$ cat config.mk
export PLATFORM = sky130hd
export DESIGN_NAME = hazard_ctrl_sb_flat
export DESIGN_NICKNAME = d
export VERILOG_FILES = /design/src/rtl/hazard_ctrl_sb_pkg.sv /design/src/rtl/hazard_ctrl_sb_if.sv /design/src/rtl/hazard_ctrl_sb_fwd_sel.sv /design/src/rtl/hazard_ctrl_sb.sv /design/src/flat_wrapper.sv
export SDC_FILE = /design/constraint.sdc
export NUM_CORES = 1
export LEC_CHECK = 0
export BUFFER_PORTS_ARGS = -buffer_cell sky130_fd_sc_hd__buf_2
export CAP_MARGIN = 5
export CORE_UTILIZATION = 43
export CTS_CLUSTER_SIZE = 24
export DETAILED_ROUTE_END_ITERATION = 10
export PLACE_DENSITY = 0.71
export SKIP_LAST_GASP = 1
export SYNTH_ARGS = -nofsm -noshare
export SYNTH_HDL_FRONTEND = slang
export SYNTH_SLANG_ARGS = --single-unit
$ cat constraint.sdc
create_clock -name clk -period 4.5 [get_ports clk]
set_input_delay 0.225 -clock clk [delete_from_list [all_inputs] [get_ports clk]]
set_output_delay 0.225 -clock clk [all_outputs]
set_load 0.02 [all_outputs]
$ cat src/rtl/hazard_ctrl_sb_pkg.sv
`default_nettype none
// ============================================================================
//  Module      : hazard_ctrl_sb_pkg
//  Description : Shared encodings for the hazard/forwarding controller:
//                forward-select values and exception-flush FSM states.
//  Revision    : 1.0 - initial release
// ============================================================================
package hazard_ctrl_sb_pkg;

    // Operand source selects driven to the datapath bypass muxes
    localparam logic [1:0] FWD_RF = 2'b00;
    localparam logic [1:0] FWD_W  = 2'b01;
    localparam logic [1:0] FWD_M  = 2'b10;

    // Exception-flush state machine
    typedef enum logic [1:0] {
        ST_IDLE  = 2'd0,
        ST_PEND  = 2'd1,
        ST_FLUSH = 2'd2
    } hz_state_t;

endpackage
`default_nettype wire

$ cat src/rtl/hazard_ctrl_sb_if.sv
`default_nettype none
// ============================================================================
//  Module      : hazard_ctrl_sb_if
//  Description : Datapath <-> hazard controller signal bundle. The datapath
//                (master) reports stage contents; the controller (slave)
//                returns stall/flush/forward controls.
//  Revision    : 1.0 - initial release
// ============================================================================
interface hazard_ctrl_sb_if #(
    parameter int REG_AW = 5
);
    logic [REG_AW-1:0] rs_d, rt_d, rs_e, rt_e;
    logic [REG_AW-1:0] wreg_e, wreg_m, wreg_w;
    logic              use_rs_d, use_rt_d, cmp_d;
    logic              we_e, we_m, we_w;
    logic              ll_e, ll_m, mdu_busy_e, except_m, mem_stall;
    logic              stall_f, stall_d, stall_e, stall_m, stall_w;
    logic              flush_d, flush_e, flush_m, flush_w;
    logic [1:0]        fwd_ad, fwd_bd, fwd_ae, fwd_be;
    logic              exc_redirect, stall_timeout;

    modport master (
        output rs_d, rt_d, rs_e, rt_e, wreg_e, wreg_m, wreg_w,
               use_rs_d, use_rt_d, cmp_d, we_e, we_m, we_w,
               ll_e, ll_m, mdu_busy_e, except_m, mem_stall,
        input  stall_f, stall_d, stall_e, stall_m, stall_w,
               flush_d, flush_e, flush_m, flush_w,
               fwd_ad, fwd_bd, fwd_ae, fwd_be, exc_redirect, stall_timeout
    );

    modport slave (
        input  rs_d, rt_d, rs_e, rt_e, wreg_e, wreg_m, wreg_w,
               use_rs_d, use_rt_d, cmp_d, we_e, we_m, we_w,
               ll_e, ll_m, mdu_busy_e, except_m, mem_stall,
        output stall_f, stall_d, stall_e, stall_m, stall_w,
               flush_d, flush_e, flush_m, flush_w,
               fwd_ad, fwd_bd, fwd_ae, fwd_be, exc_redirect, stall_timeout
    );
endinterface
`default_nettype wire

$ cat src/rtl/hazard_ctrl_sb_fwd_sel.sv
`default_nettype none
// ============================================================================
//  Module      : hz_fwd_sel
//  Description : Single-operand bypass select. M-stage producer has priority
//                over W; register 0 is never forwarded.
//  Revision    : 1.0 - initial release
// ============================================================================
module hz_fwd_sel
    import hazard_ctrl_sb_pkg::*;
#(
    parameter int REG_AW = 5
) (
    input  wire logic [REG_AW-1:0] i_src,
    input  wire logic [REG_AW-1:0] i_wreg_m,
    input  wire logic [REG_AW-1:0] i_wreg_w,
    input  wire logic              i_we_m,
    input  wire logic              i_we_w,
    output logic      [1:0]        o_sel
);

    // Youngest matching producer wins
    always_comb begin
        o_sel = FWD_RF;
        if (i_src != '0) begin
            if (i_we_m && (i_wreg_m == i_src))      o_sel = FWD_M;
            else if (i_we_w && (i_wreg_w == i_src)) o_sel = FWD_W;
        end
    end

endmodule
`default_nettype wire

$ cat src/rtl/hazard_ctrl_sb.sv
`default_nettype none
// ============================================================================
//  Module      : hazard_ctrl_sb
//  Description : 5-stage pipeline interlock/forwarding controller with a
//                pending-write scoreboard for long-latency producers, a
//                latched exception-flush FSM and a D-stall watchdog.
//  Revision    : 1.0 - initial release
// ============================================================================
module hazard_ctrl_sb
    import hazard_ctrl_sb_pkg::*;
#(
    parameter int REG_NUM  = 32,
    parameter int REG_AW   = 5,
    parameter int WDOG_MAX = 1023
) (
    input  wire logic         clk,
    input  wire logic         resetn,
    hazard_ctrl_sb_if.slave   bus
);

    localparam int              WDW         = $clog2(WDOG_MAX + 1);
    localparam logic [WDW-1:0] c_wdog_max  = WDW'(WDOG_MAX);
    localparam logic [WDW-1:0] c_wdog_pre  = WDW'(WDOG_MAX - 1);

    logic [REG_NUM-1:0] r_pend;
    hz_state_t          r_state;
    logic [WDW-1:0]     r_wdog;
    logic               r_timeout;

    logic [REG_NUM-1:0] w_pend_nxt;
    logic               w_rs_ld, w_rt_ld, w_rs_br, w_rt_br;
    logic               w_ldbr, w_mdu_hz, w_dstall, w_fire, w_set;
    logic               w_unused;

    // ll_m is covered by the scoreboard once the producer leaves E
    assign w_unused = bus.ll_m;

    // Four bypass selects: D operands (branch compare) and E operands (ALU)
    hz_fwd_sel #(.REG_AW(REG_AW)) u_fwd_ad (.i_src(bus.rs_d), .i_wreg_m(bus.wreg_m), .i_wreg_w(bus.wreg_w),
                                            .i_we_m(bus.we_m), .i_we_w(bus.we_w), .o_sel(bus.fwd_ad));
    hz_fwd_sel #(.REG_AW(REG_AW)) u_fwd_bd (.i_src(bus.rt_d), .i_wreg_m(bus.wreg_m), .i_wreg_w(bus.wreg_w),
                                            .i_we_m(bus.we_m), .i_we_w(bus.we_w), .o_sel(bus.fwd_bd));
    hz_fwd_sel #(.REG_AW(REG_AW)) u_fwd_ae (.i_src(bus.rs_e), .i_wreg_m(bus.wreg_m), .i_wreg_w(bus.wreg_w),
                                            .i_we_m(bus.we_m), .i_we_w(bus.we_w), .o_sel(bus.fwd_ae));
    hz_fwd_sel #(.REG_AW(REG_AW)) u_fwd_be (.i_src(bus.rt_e), .i_wreg_m(bus.wreg_m), .i_wreg_w(bus.wreg_w),
                                            .i_we_m(bus.we_m), .i_we_w(bus.we_w), .o_sel(bus.fwd_be));

    // Hazard detection. A load still in E is caught directly; once it has
    // moved on, the scoreboard holds it until W writes back. The W write in
    // the same cycle releases the stall (regfile/W bypass supplies the value).
    always_comb begin
        w_rs_ld = bus.use_rs_d && (bus.rs_d != '0) &&
                  ((r_pend[bus.rs_d] && !(bus.we_w && (bus.wreg_w == bus.rs_d))) ||
                   (bus.we_e && bus.ll_e && (bus.wreg_e == bus.rs_d)));
        w_rt_ld = bus.use_rt_d && (bus.rt_d != '0) &&
                  ((r_pend[bus.rt_d] && !(bus.we_w && (bus.wreg_w == bus.rt_d))) ||
                   (bus.we_e && bus.ll_e && (bus.wreg_e == bus.rt_d)));
        w_rs_br = bus.cmp_d && bus.use_rs_d && (bus.rs_d != '0) &&
                  bus.we_e && (bus.wreg_e == bus.rs_d);
        w_rt_br = bus.cmp_d && bus.use_rt_d && (bus.rt_d != '0) &&
                  bus.we_e && (bus.wreg_e == bus.rt_d);
        w_ldbr   = w_rs_ld || w_rt_ld || w_rs_br || w_rt_br;
        w_mdu_hz = bus.mdu_busy_e;
        w_dstall = w_ldbr || w_mdu_hz;
        // Flush fires when unfrozen: fresh exception in IDLE, or the release
        // cycle of a latched one, so redirect never lags by a cycle
        w_fire   = !bus.mem_stall &&
                   (((r_state == ST_IDLE) && bus.except_m) ||
                    (r_state == ST_PEND) || (r_state == ST_FLUSH));
    end

    // Stall/flush output priority: freeze > exception flush > normal interlock
    always_comb begin
        bus.stall_f      = 1'b0;
        bus.stall_d      = 1'b0;
        bus.stall_e      = 1'b0;
        bus.stall_m      = 1'b0;
        bus.stall_w      = 1'b0;
        bus.flush_d      = 1'b0;
        bus.flush_e      = 1'b0;
        bus.flush_m      = 1'b0;
        bus.flush_w      = 1'b0;
        bus.exc_redirect = 1'b0;
        if (bus.mem_stall) begin
            bus.stall_f = 1'b1;
            bus.stall_d = 1'b1;
            bus.stall_e = 1'b1;
            bus.stall_m = 1'b1;
            bus.stall_w = 1'b1;
        end else if (w_fire) begin
            bus.flush_d      = 1'b1;
            bus.flush_e      = 1'b1;
            bus.flush_m      = 1'b1;
            bus.flush_w      = 1'b1;
            bus.exc_redirect = 1'b1;
        end else begin
            bus.stall_f = w_dstall;
            bus.stall_d = w_dstall;
            bus.stall_e = w_mdu_hz;
            bus.flush_e = w_ldbr && !w_mdu_hz;
            bus.flush_m = w_mdu_hz;
        end
    end

    assign bus.stall_timeout = r_timeout;

    // Next scoreboard value: retire W write, then a new producer (set wins)
    always_comb begin
        w_set = bus.we_e && bus.ll_e && (bus.wreg_e != '0) && !bus.stall_e && !bus.flush_m;
        w_pend_nxt = r_pend;
        if (bus.we_w) w_pend_nxt[bus.wreg_w] = 1'b0;
        if (w_set)    w_pend_nxt[bus.wreg_e] = 1'b1;
        w_pend_nxt[0] = 1'b0;
    end

    // Scoreboard register: frozen under mem_stall, wiped by exception flush
    always_ff @(posedge clk) begin
        if (!resetn)             r_pend <= '0;
        else if (bus.mem_stall)  r_pend <= r_pend;
        else if (w_fire)         r_pend <= '0;
        else                     r_pend <= w_pend_nxt;
    end

    // Exception FSM: latch an exception that arrives during a freeze;
    // FLUSH is only a safe fallback and returns to IDLE like PEND does
    always_ff @(posedge clk) begin
        if (!resetn) begin
            r_state <= ST_IDLE;
        end else begin
            case (r_state)
                ST_IDLE:  if (bus.except_m && bus.mem_stall) r_state <= ST_PEND;
                ST_PEND:  if (!bus.mem_stall)                r_state <= ST_IDLE;
                ST_FLUSH: if (!bus.mem_stall)                r_state <= ST_IDLE;
                default:                                     r_state <= ST_IDLE;
            endcase
        end
    end

    // Watchdog: count consecutive D stalls, flag sticks once the limit is hit
    always_ff @(posedge clk) begin
        if (!resetn) begin
            r_wdog    <= '0;
            r_timeout <= 1'b0;
        end else if (bus.stall_d) begin
            if (r_wdog != c_wdog_max) r_wdog <= r_wdog + 1'b1;
            if (r_wdog >= c_wdog_pre) r_timeout <= 1'b1;
        end else begin
            r_wdog <= '0;
        end
    end

endmodule
`default_nettype wire

$ cat src/flat_wrapper.sv
// flat-port wrapper written by rule: the top's interface ports become plain ports
module hazard_ctrl_sb_flat import hazard_ctrl_sb_pkg::*;
#(
    parameter int REG_NUM  = 32,
    parameter int REG_AW   = 5,
    parameter int WDOG_MAX = 1023
)
  (clk, resetn, bus_rs_d, bus_rt_d, bus_rs_e, bus_rt_e, bus_wreg_e, bus_wreg_m, bus_wreg_w, bus_use_rs_d, bus_use_rt_d, bus_cmp_d, bus_we_e, bus_we_m, bus_we_w, bus_ll_e, bus_ll_m, bus_mdu_busy_e, bus_except_m, bus_mem_stall, bus_stall_f, bus_stall_d, bus_stall_e, bus_stall_m, bus_stall_w, bus_flush_d, bus_flush_e, bus_flush_m, bus_flush_w, bus_fwd_ad, bus_fwd_bd, bus_fwd_ae, bus_fwd_be, bus_exc_redirect, bus_stall_timeout);
  hazard_ctrl_sb_if #(.REG_AW(REG_AW)) bus_i ();
  input  wire logic clk;
  input  wire logic resetn;
  input wire logic [$bits(bus_i.rs_d)-1:0] bus_rs_d;
  input wire logic [$bits(bus_i.rt_d)-1:0] bus_rt_d;
  input wire logic [$bits(bus_i.rs_e)-1:0] bus_rs_e;
  input wire logic [$bits(bus_i.rt_e)-1:0] bus_rt_e;
  input wire logic [$bits(bus_i.wreg_e)-1:0] bus_wreg_e;
  input wire logic [$bits(bus_i.wreg_m)-1:0] bus_wreg_m;
  input wire logic [$bits(bus_i.wreg_w)-1:0] bus_wreg_w;
  input wire logic [$bits(bus_i.use_rs_d)-1:0] bus_use_rs_d;
  input wire logic [$bits(bus_i.use_rt_d)-1:0] bus_use_rt_d;
  input wire logic [$bits(bus_i.cmp_d)-1:0] bus_cmp_d;
  input wire logic [$bits(bus_i.we_e)-1:0] bus_we_e;
  input wire logic [$bits(bus_i.we_m)-1:0] bus_we_m;
  input wire logic [$bits(bus_i.we_w)-1:0] bus_we_w;
  input wire logic [$bits(bus_i.ll_e)-1:0] bus_ll_e;
  input wire logic [$bits(bus_i.ll_m)-1:0] bus_ll_m;
  input wire logic [$bits(bus_i.mdu_busy_e)-1:0] bus_mdu_busy_e;
  input wire logic [$bits(bus_i.except_m)-1:0] bus_except_m;
  input wire logic [$bits(bus_i.mem_stall)-1:0] bus_mem_stall;
  output wire logic [$bits(bus_i.stall_f)-1:0] bus_stall_f;
  output wire logic [$bits(bus_i.stall_d)-1:0] bus_stall_d;
  output wire logic [$bits(bus_i.stall_e)-1:0] bus_stall_e;
  output wire logic [$bits(bus_i.stall_m)-1:0] bus_stall_m;
  output wire logic [$bits(bus_i.stall_w)-1:0] bus_stall_w;
  output wire logic [$bits(bus_i.flush_d)-1:0] bus_flush_d;
  output wire logic [$bits(bus_i.flush_e)-1:0] bus_flush_e;
  output wire logic [$bits(bus_i.flush_m)-1:0] bus_flush_m;
  output wire logic [$bits(bus_i.flush_w)-1:0] bus_flush_w;
  output wire logic [$bits(bus_i.fwd_ad)-1:0] bus_fwd_ad;
  output wire logic [$bits(bus_i.fwd_bd)-1:0] bus_fwd_bd;
  output wire logic [$bits(bus_i.fwd_ae)-1:0] bus_fwd_ae;
  output wire logic [$bits(bus_i.fwd_be)-1:0] bus_fwd_be;
  output wire logic [$bits(bus_i.exc_redirect)-1:0] bus_exc_redirect;
  output wire logic [$bits(bus_i.stall_timeout)-1:0] bus_stall_timeout;
  assign bus_i.rs_d = bus_rs_d;
  assign bus_i.rt_d = bus_rt_d;
  assign bus_i.rs_e = bus_rs_e;
  assign bus_i.rt_e = bus_rt_e;
  assign bus_i.wreg_e = bus_wreg_e;
  assign bus_i.wreg_m = bus_wreg_m;
  assign bus_i.wreg_w = bus_wreg_w;
  assign bus_i.use_rs_d = bus_use_rs_d;
  assign bus_i.use_rt_d = bus_use_rt_d;
  assign bus_i.cmp_d = bus_cmp_d;
  assign bus_i.we_e = bus_we_e;
  assign bus_i.we_m = bus_we_m;
  assign bus_i.we_w = bus_we_w;
  assign bus_i.ll_e = bus_ll_e;
  assign bus_i.ll_m = bus_ll_m;
  assign bus_i.mdu_busy_e = bus_mdu_busy_e;
  assign bus_i.except_m = bus_except_m;
  assign bus_i.mem_stall = bus_mem_stall;
  assign bus_stall_f = bus_i.stall_f;
  assign bus_stall_d = bus_i.stall_d;
  assign bus_stall_e = bus_i.stall_e;
  assign bus_stall_m = bus_i.stall_m;
  assign bus_stall_w = bus_i.stall_w;
  assign bus_flush_d = bus_i.flush_d;
  assign bus_flush_e = bus_i.flush_e;
  assign bus_flush_m = bus_i.flush_m;
  assign bus_flush_w = bus_i.flush_w;
  assign bus_fwd_ad = bus_i.fwd_ad;
  assign bus_fwd_bd = bus_i.fwd_bd;
  assign bus_fwd_ae = bus_i.fwd_ae;
  assign bus_fwd_be = bus_i.fwd_be;
  assign bus_exc_redirect = bus_i.exc_redirect;
  assign bus_stall_timeout = bus_i.stall_timeout;
  hazard_ctrl_sb #(.REG_NUM(REG_NUM), .REG_AW(REG_AW), .WDOG_MAX(WDOG_MAX)) u_core (.clk(clk), .resetn(resetn), .bus(bus_i));
endmodule
* Word-level counts from Yosys, hierarchy flattened
Index checks and enable logic that the tools add are counted.
Cells by class: magnitude comparators 7, bitwise gates (word level) 3, $add $sub $neg 1, equality and inequality tests 15, reductions and logical operators 58, multiplexer cells 37
Operators with widths (count):
- 32-bit two-way mux | 3
- 5-bit == test | 10
- 1-bit logical AND | 34
- 32-bit bitwise AND | 1
- 32-bit NOT | 1
- 32-bit OR | 1
- 5-bit nonzero test | 5
- 5-bit by 6-bit < comparator with 1-bit output, second input constant | 4
- 2-bit two-way mux | 10
- 1-bit two-way mux | 19
- 10-bit by 1-bit adder with 10-bit output, second input constant | 1
- 1-bit binary-select mux with 5-bit select | 2
- 1-bit demux with 5-bit select | 2
- 10-bit >= comparator, second input constant | 1
- 5-bit by 1-bit >= comparator with 1-bit output, second input constant | 2
- 10-bit != test, second input constant | 1
- 1-bit logical OR | 8
- 1-bit logical NOT | 6
- 2-bit AND reduction | 3
- 2-bit != test, second input constant | 2
- 2-bit case mux with 2 select lines | 1
- 2-bit by 1-bit == test with 1-bit output, second input constant | 1
- 2-bit == test, second input constant | 1
- 2-bit logical NOT | 1
- 2-bit OR reduction | 1
Storage, ports and cells: flip-flop bits (word level) 45, output and inout bits 19, logic and storage cells 125

* Logic depth before layout (Yosys ltp)
depth in word-level cells 13, mapped depth 9

* Cells and area by module
From an unflattened synthesis, not the netlist that was laid out.
Second synthesis, totals: cells, all modules 424, area, all modules 3493.4 sq um
By module, submodules not included:
- hazard_ctrl_sb | area each 2962.8 sq um, instances 1, cells each 352
- hz_fwd_sel | area each 132.6 sq um, instances 4, cells each 18

* Worst setup path before layout
No wires, ideal clock.
path kind input-to-output, start input bus_rt_d[3], end output bus_stall_f, data arrival time 2.241 ns, slack 2.034 ns, buffers on the path 2, cell stages on the path 8, path through clkbuf_1 xor2_1 or4_1 or4_1 nand2_1 nor2_1 a21oi_1 buf_4
On the way: cells in the longest elaborated chain, start to end 12
Ends and longest elaborated chain:
- start, declared | RTL line flat_wrapper.sv:13 | input wire logic [$bits(bus_i.rt_d)-1:0] bus_rt_d;
- branches (longest 8 deep; another with 1-bit binary-select mux with 5-bit select)
- 1-bit logical OR (*) | RTL line hazard_ctrl_sb.sv:62 | w_ldbr = w_rs_ld || w_rt_ld || w_rs_br || w_rt_br;
- 1-bit logical OR (*) | RTL line hazard_ctrl_sb.sv:64 | w_dstall = w_ldbr || w_mdu_hz;
- 1-bit two-way mux (*) (2 in a row)
- end, declared | RTL line flat_wrapper.sv:30 | output wire logic [$bits(bus_i.stall_f)-1:0] bus_stall_f;
Every way passes the cells marked *. The select of a mux whose other input is x is not followed.

* Final worst setup path
start register u_core.r_pend[11], end output bus_stall_d
On the way: cells in the longest elaborated chain, start to end 11
Ends and longest elaborated chain:
- start, declared | RTL line hazard_ctrl_sb.sv:25 | logic [REG_NUM-1:0] r_pend;
- start signal, assigned | RTL line hazard_ctrl_sb.sv:119 | else if (bus.mem_stall) r_pend <= r_pend;
- start signal, assigned | RTL line hazard_ctrl_sb.sv:121 | else r_pend <= w_pend_nxt;
- 1-bit binary-select mux with 5-bit select (on tied branches) | RTL line hazard_ctrl_sb.sv:53, hazard_ctrl_sb.sv:56
- 1-bit two-way mux (on tied branches) | RTL line hazard_ctrl_sb.sv:53, hazard_ctrl_sb.sv:56
- 1-bit logical AND (on tied branches) | RTL line hazard_ctrl_sb.sv:53, hazard_ctrl_sb.sv:56
- 1-bit logical OR (on tied branches) | RTL line hazard_ctrl_sb.sv:53, hazard_ctrl_sb.sv:56
- 1-bit logical AND (on tied branches) | RTL line hazard_ctrl_sb.sv:52, hazard_ctrl_sb.sv:55
- 1-bit logical OR (*) (3 in a row) | RTL line hazard_ctrl_sb.sv:62
- 1-bit logical OR (*) | RTL line hazard_ctrl_sb.sv:64
- 1-bit two-way mux (*) | RTL line hazard_ctrl_sb.sv:90 | end else if (w_fire) begin
- 1-bit two-way mux (*) | RTL line hazard_ctrl_sb.sv:84 | if (bus.mem_stall) begin
- end, declared | RTL line flat_wrapper.sv:31 | output wire logic [$bits(bus_i.stall_d)-1:0] bus_stall_d;
Mark *: on every way between the ends. The rest lies on a longest branch, timed or not. The select of a mux whose other input is x is not followed.

==> summary.txt <==
Detailed routing
  – DRT Wirelength: 9440 µm
  – DR WL/cell: around 17 µm
  – DRC: 0
  – Drt via density: roughly 6.0
  – Antenna Violating Nets Remaining: 0
  – TritonRoute pass-1 iters: 5
  – Via count: around 3300
  – Drt initial violations: between 200 and 250

STA
  – Slew @ Worst Pin: between 1 and 1.5 ns
  – Skew final: roughly 0.009 ns
  – Slew headroom: 0.299
  – Setup_tns: 0 ns
  – Final Hold Vio Count: 0
  – Worst hold margin: approximately 0.21 ns
  – Number of setup violations in the final report: 0
  – Min cycle time layout: about 2.5 ns
  – FMAX: ~400 MHz
  – Final worst slack: between 1.5 and 2 ns
  – RSZ-0062 raised after global routing: no
  – Final Cycle Share: 0.563
  – Max-slew violations: 0

Synth
  – EDFF count, synth: 0
  – Cells after synthesis: ~400
  – Syn avg cell area: ~8 µm²
  – Mapped Nets: between 400 and 500
  – Total number of yosys warnings: 0
  – Ys async rst share: 0
  – Synthesized area: approximately 3400 µm²
  – Sequential element share of the synthesized area: 0.257
  – Flops & latches, synth: 43
  – Main flop type after synthesis: dfxtp_1
  – Cell variety after synth: 45

GRT
  – Met2 usage: 0.372
  – Vias in the first global route: around 3100
  – GRT met1 Usage: 0.311
  – First-pass GRT wire length: ~15000 µm
  – Total track usage: 0.234
  – Antenna violations before repair: 0
  – Congestion Overflow GR: 0
  – Pin count of the biggest net entering global routing: 33
  – Grt peak-use layer: met2
  – Met3 Use GR: 0.0379

Clock network
  – Number of H-tree levels: 2
  – Clock root buffer: clkbuf_8
  – Clk slew on worst S/H paths: 0.09 ns
  – CTS max path bufs: 2
  – Post-CTS Setup Repair Bufs: 0
  – TritonCTS clock tree: built
  – Post-cts gate resize count: 0
  – # hold bufs at CTS: 0
  – Clock Sinks: 43
  – CTS buffer count: 5
  – Clk Latency, worst-skew pair: about 0.3 ns

Setup path
  – CP max stage delay: between 0.4 and 0.5 ns
  – Reg2reg end: u_core.r_pend[17]
  – Crit end category: output port
  – WS Path Type: flop to output port
  – Critical Path RT: roughly 4.3 ns
  – Critical path startpoint: u_core.r_pend[11]
  – CP Launch Type: flop
  – Slowest-stage cell, CP: mux4_1
  – R2r setup slk: approximately 2.2 ns
  – FF-to-FF Start: u_core.r_state[0]
  – Crit Path Max Fanout: 3
  – CP Cell Sequence: mux4_1, nand2b_1, a41o_1, o2111a_1, nor2_1, a21oi_1, buf_2
  – R2R cell count: 6
  – Crit path arrival time: roughly 2.3 ns

Place
  – IO buf count: 65
  – DPL Wire Length: approximately 6700 µm
  – Pre-CTS setup slack: 1.98 ns
  – Routability cong.: slightly below 0.9

Layout
  – Post-layout util: 0.506
  – Nets: 499
  – Synthesis-to-finish area growth: 11.8%
  – Layout cells sized above 1: 0.193
  – # diodes: 0

Floorplan
  – Full die area: around 8200 µm²
  – CORE AREA: 7410 µm²
  – Std-Cell Rows: 31
  – Die Wd: ~90 µm
  – Starting Density: 0.452
  – Number of top-level pins: between 60 and 70
  – Chip Height: roughly 90 µm

Hold path
  – Min-delay src: resetn
  – Min-Delay Path Depth: 3
  – Worst Hold Class: input pin to flop
  – Hold endpoint: u_core.bus.stall_timeout

Power
  – PwrDens: ~240 nW/µm²
  – Worst vdd ir: between 0.0001 and 0.00015 V
  – Cell leakage power: around 1.5 nW

Outcome
  – Status: complete, no violations

Run
  – Max-Cap Viols: 0
## layout make-up
| type | count | area [µm²] |
|---|---|---|
| fillers | 724 | 3660 |
| multi-input cells | 331 | 2310 |
| flip-flops and latches | 43 | 861 |
| repair buffers | 66 | 333 |
| well taps | 99 | 124 |
| clock buffers | 5 | 68.8 |
| clock inverters | 3 | 43.8 |
| inverters | 2 | 7.51 |
## synth_stat cells (all sizes together), types with 3 or more instances
| cell type | n | area [µm²] |
|---|---|---|
| mux4 | 12 | 304 |
| clkbuf | 14 | 52.6 |
| nand3 | 12 | 60.1 |
| nand2 | 19 | 71.3 |
| xor2 | 35 | 307 |
| nand4 | 5 | 31.3 |
| xnor2 | 20 | 175 |
| nor4 | 8 | 50.1 |
| nor3b | 7 | 52.6 |
| nand3b | 8 | 60.1 |
| o21ai | 69 | 349 |
| nor2 | 24 | 90.1 |
| mux2 | 3 | 33.8 |
| or4 | 5 | 37.5 |
| dfxtp | 43 | 861 |
| and3 | 8 | 50.1 |
| a21oi | 47 | 235 |
| nand2b | 5 | 31.3 |
| mux2i | 12 | 120 |
| buf | 20 | 123 |
| nor3 | 10 | 50.1 |
## sequential cells by signal (all words and copies together) (netlist names)
signal	count
u_core.r_wdog	10
u_core.r_state	1
u_core.r_pend	31
u_core.bus.stall_timeout	1
## cells by family (layout without fill, tap and decap cells)
kind of cell    count (synthesis)  count (layout)  share of synthesized area
compound gates                126             126                      0.203
xor+xnor                       55              55                      0.144
fa+ha+maj                       2               2                    0.00746
buf+inv                        36              76                     0.0545
flops                          43              43                      0.257
mux                            27              27                      0.137
simple gates                  121             121                      0.197
## power breakdown
part	leakage [nW]	switching, mW	internal (mW)	total (mW)
clock network	0.0581	0.142	0.165	0.307
logic	1.12	0.122	0.0721	0.194
registers	0.347	0.00307	0.383	0.386
total	1.52	0.267	0.620	0.887
## stage by stage
step | power (mW) | std cells | area [µm²]
floorplan | 0.529 | 410 | 3350
global placement | 0.582 | 541 | 3630
detailed placement | 0.585 | 541 | 3630
CTS | 0.888 | 549 | 3750
global route | 0.924 | 549 | 3750
finish | 0.887 | 549 | 3750
## cell usage in the layout, fill, tap and decap left out, types with 2 or more instances in the layout
cell type  instances
nand2_1           19
mux2i_1           12
mux2_2             3
mux4_2             3
clkbuf_8           5
nor4_1             8
nand4_1            5
nand3_1           12
ha_1               2
dfxtp_1           43
mux4_1             9
buf_2             65
a21oi_1           47
nand2b_1           5
inv_1              2
xnor2_1           20
nor3b_1            7
nor2b_1            2
xor2_1            35
or4_1              5
o21ai_0           68
and3_1             8
nor4b_1            2
or3b_2             2
nor2_1            24
nand3b_1           8
nor3_1            10
## layer usage
metal	vias to the layer above	wire, µm
met5	-	0
met4	0	243
met3	22	681
met2	163	4260
met1	1558	4260
li1	1577	-
## critical path, delay by kind of cell, from the launching register on
family	cells	cell delay (ns)
AO/OA/AOI/OAI	3	0.63
buffers and inverters	1	0.17
flip-flops	1	0.33
multiplexers	1	0.48
AND/OR/NAND/NOR	2	0.39
## worst max path at each step
stage	to	slack (ns)
finish	bus_stall_d	1.97
floorplan	bus_stall_f	2.03
detailed placement	bus_stall_f	1.98
CTS	bus_stall_d	1.96
global route	u_core.r_pend[17]	1.84
global placement	bus_stall_d	1.99
(Power assumes the default switching activity.)
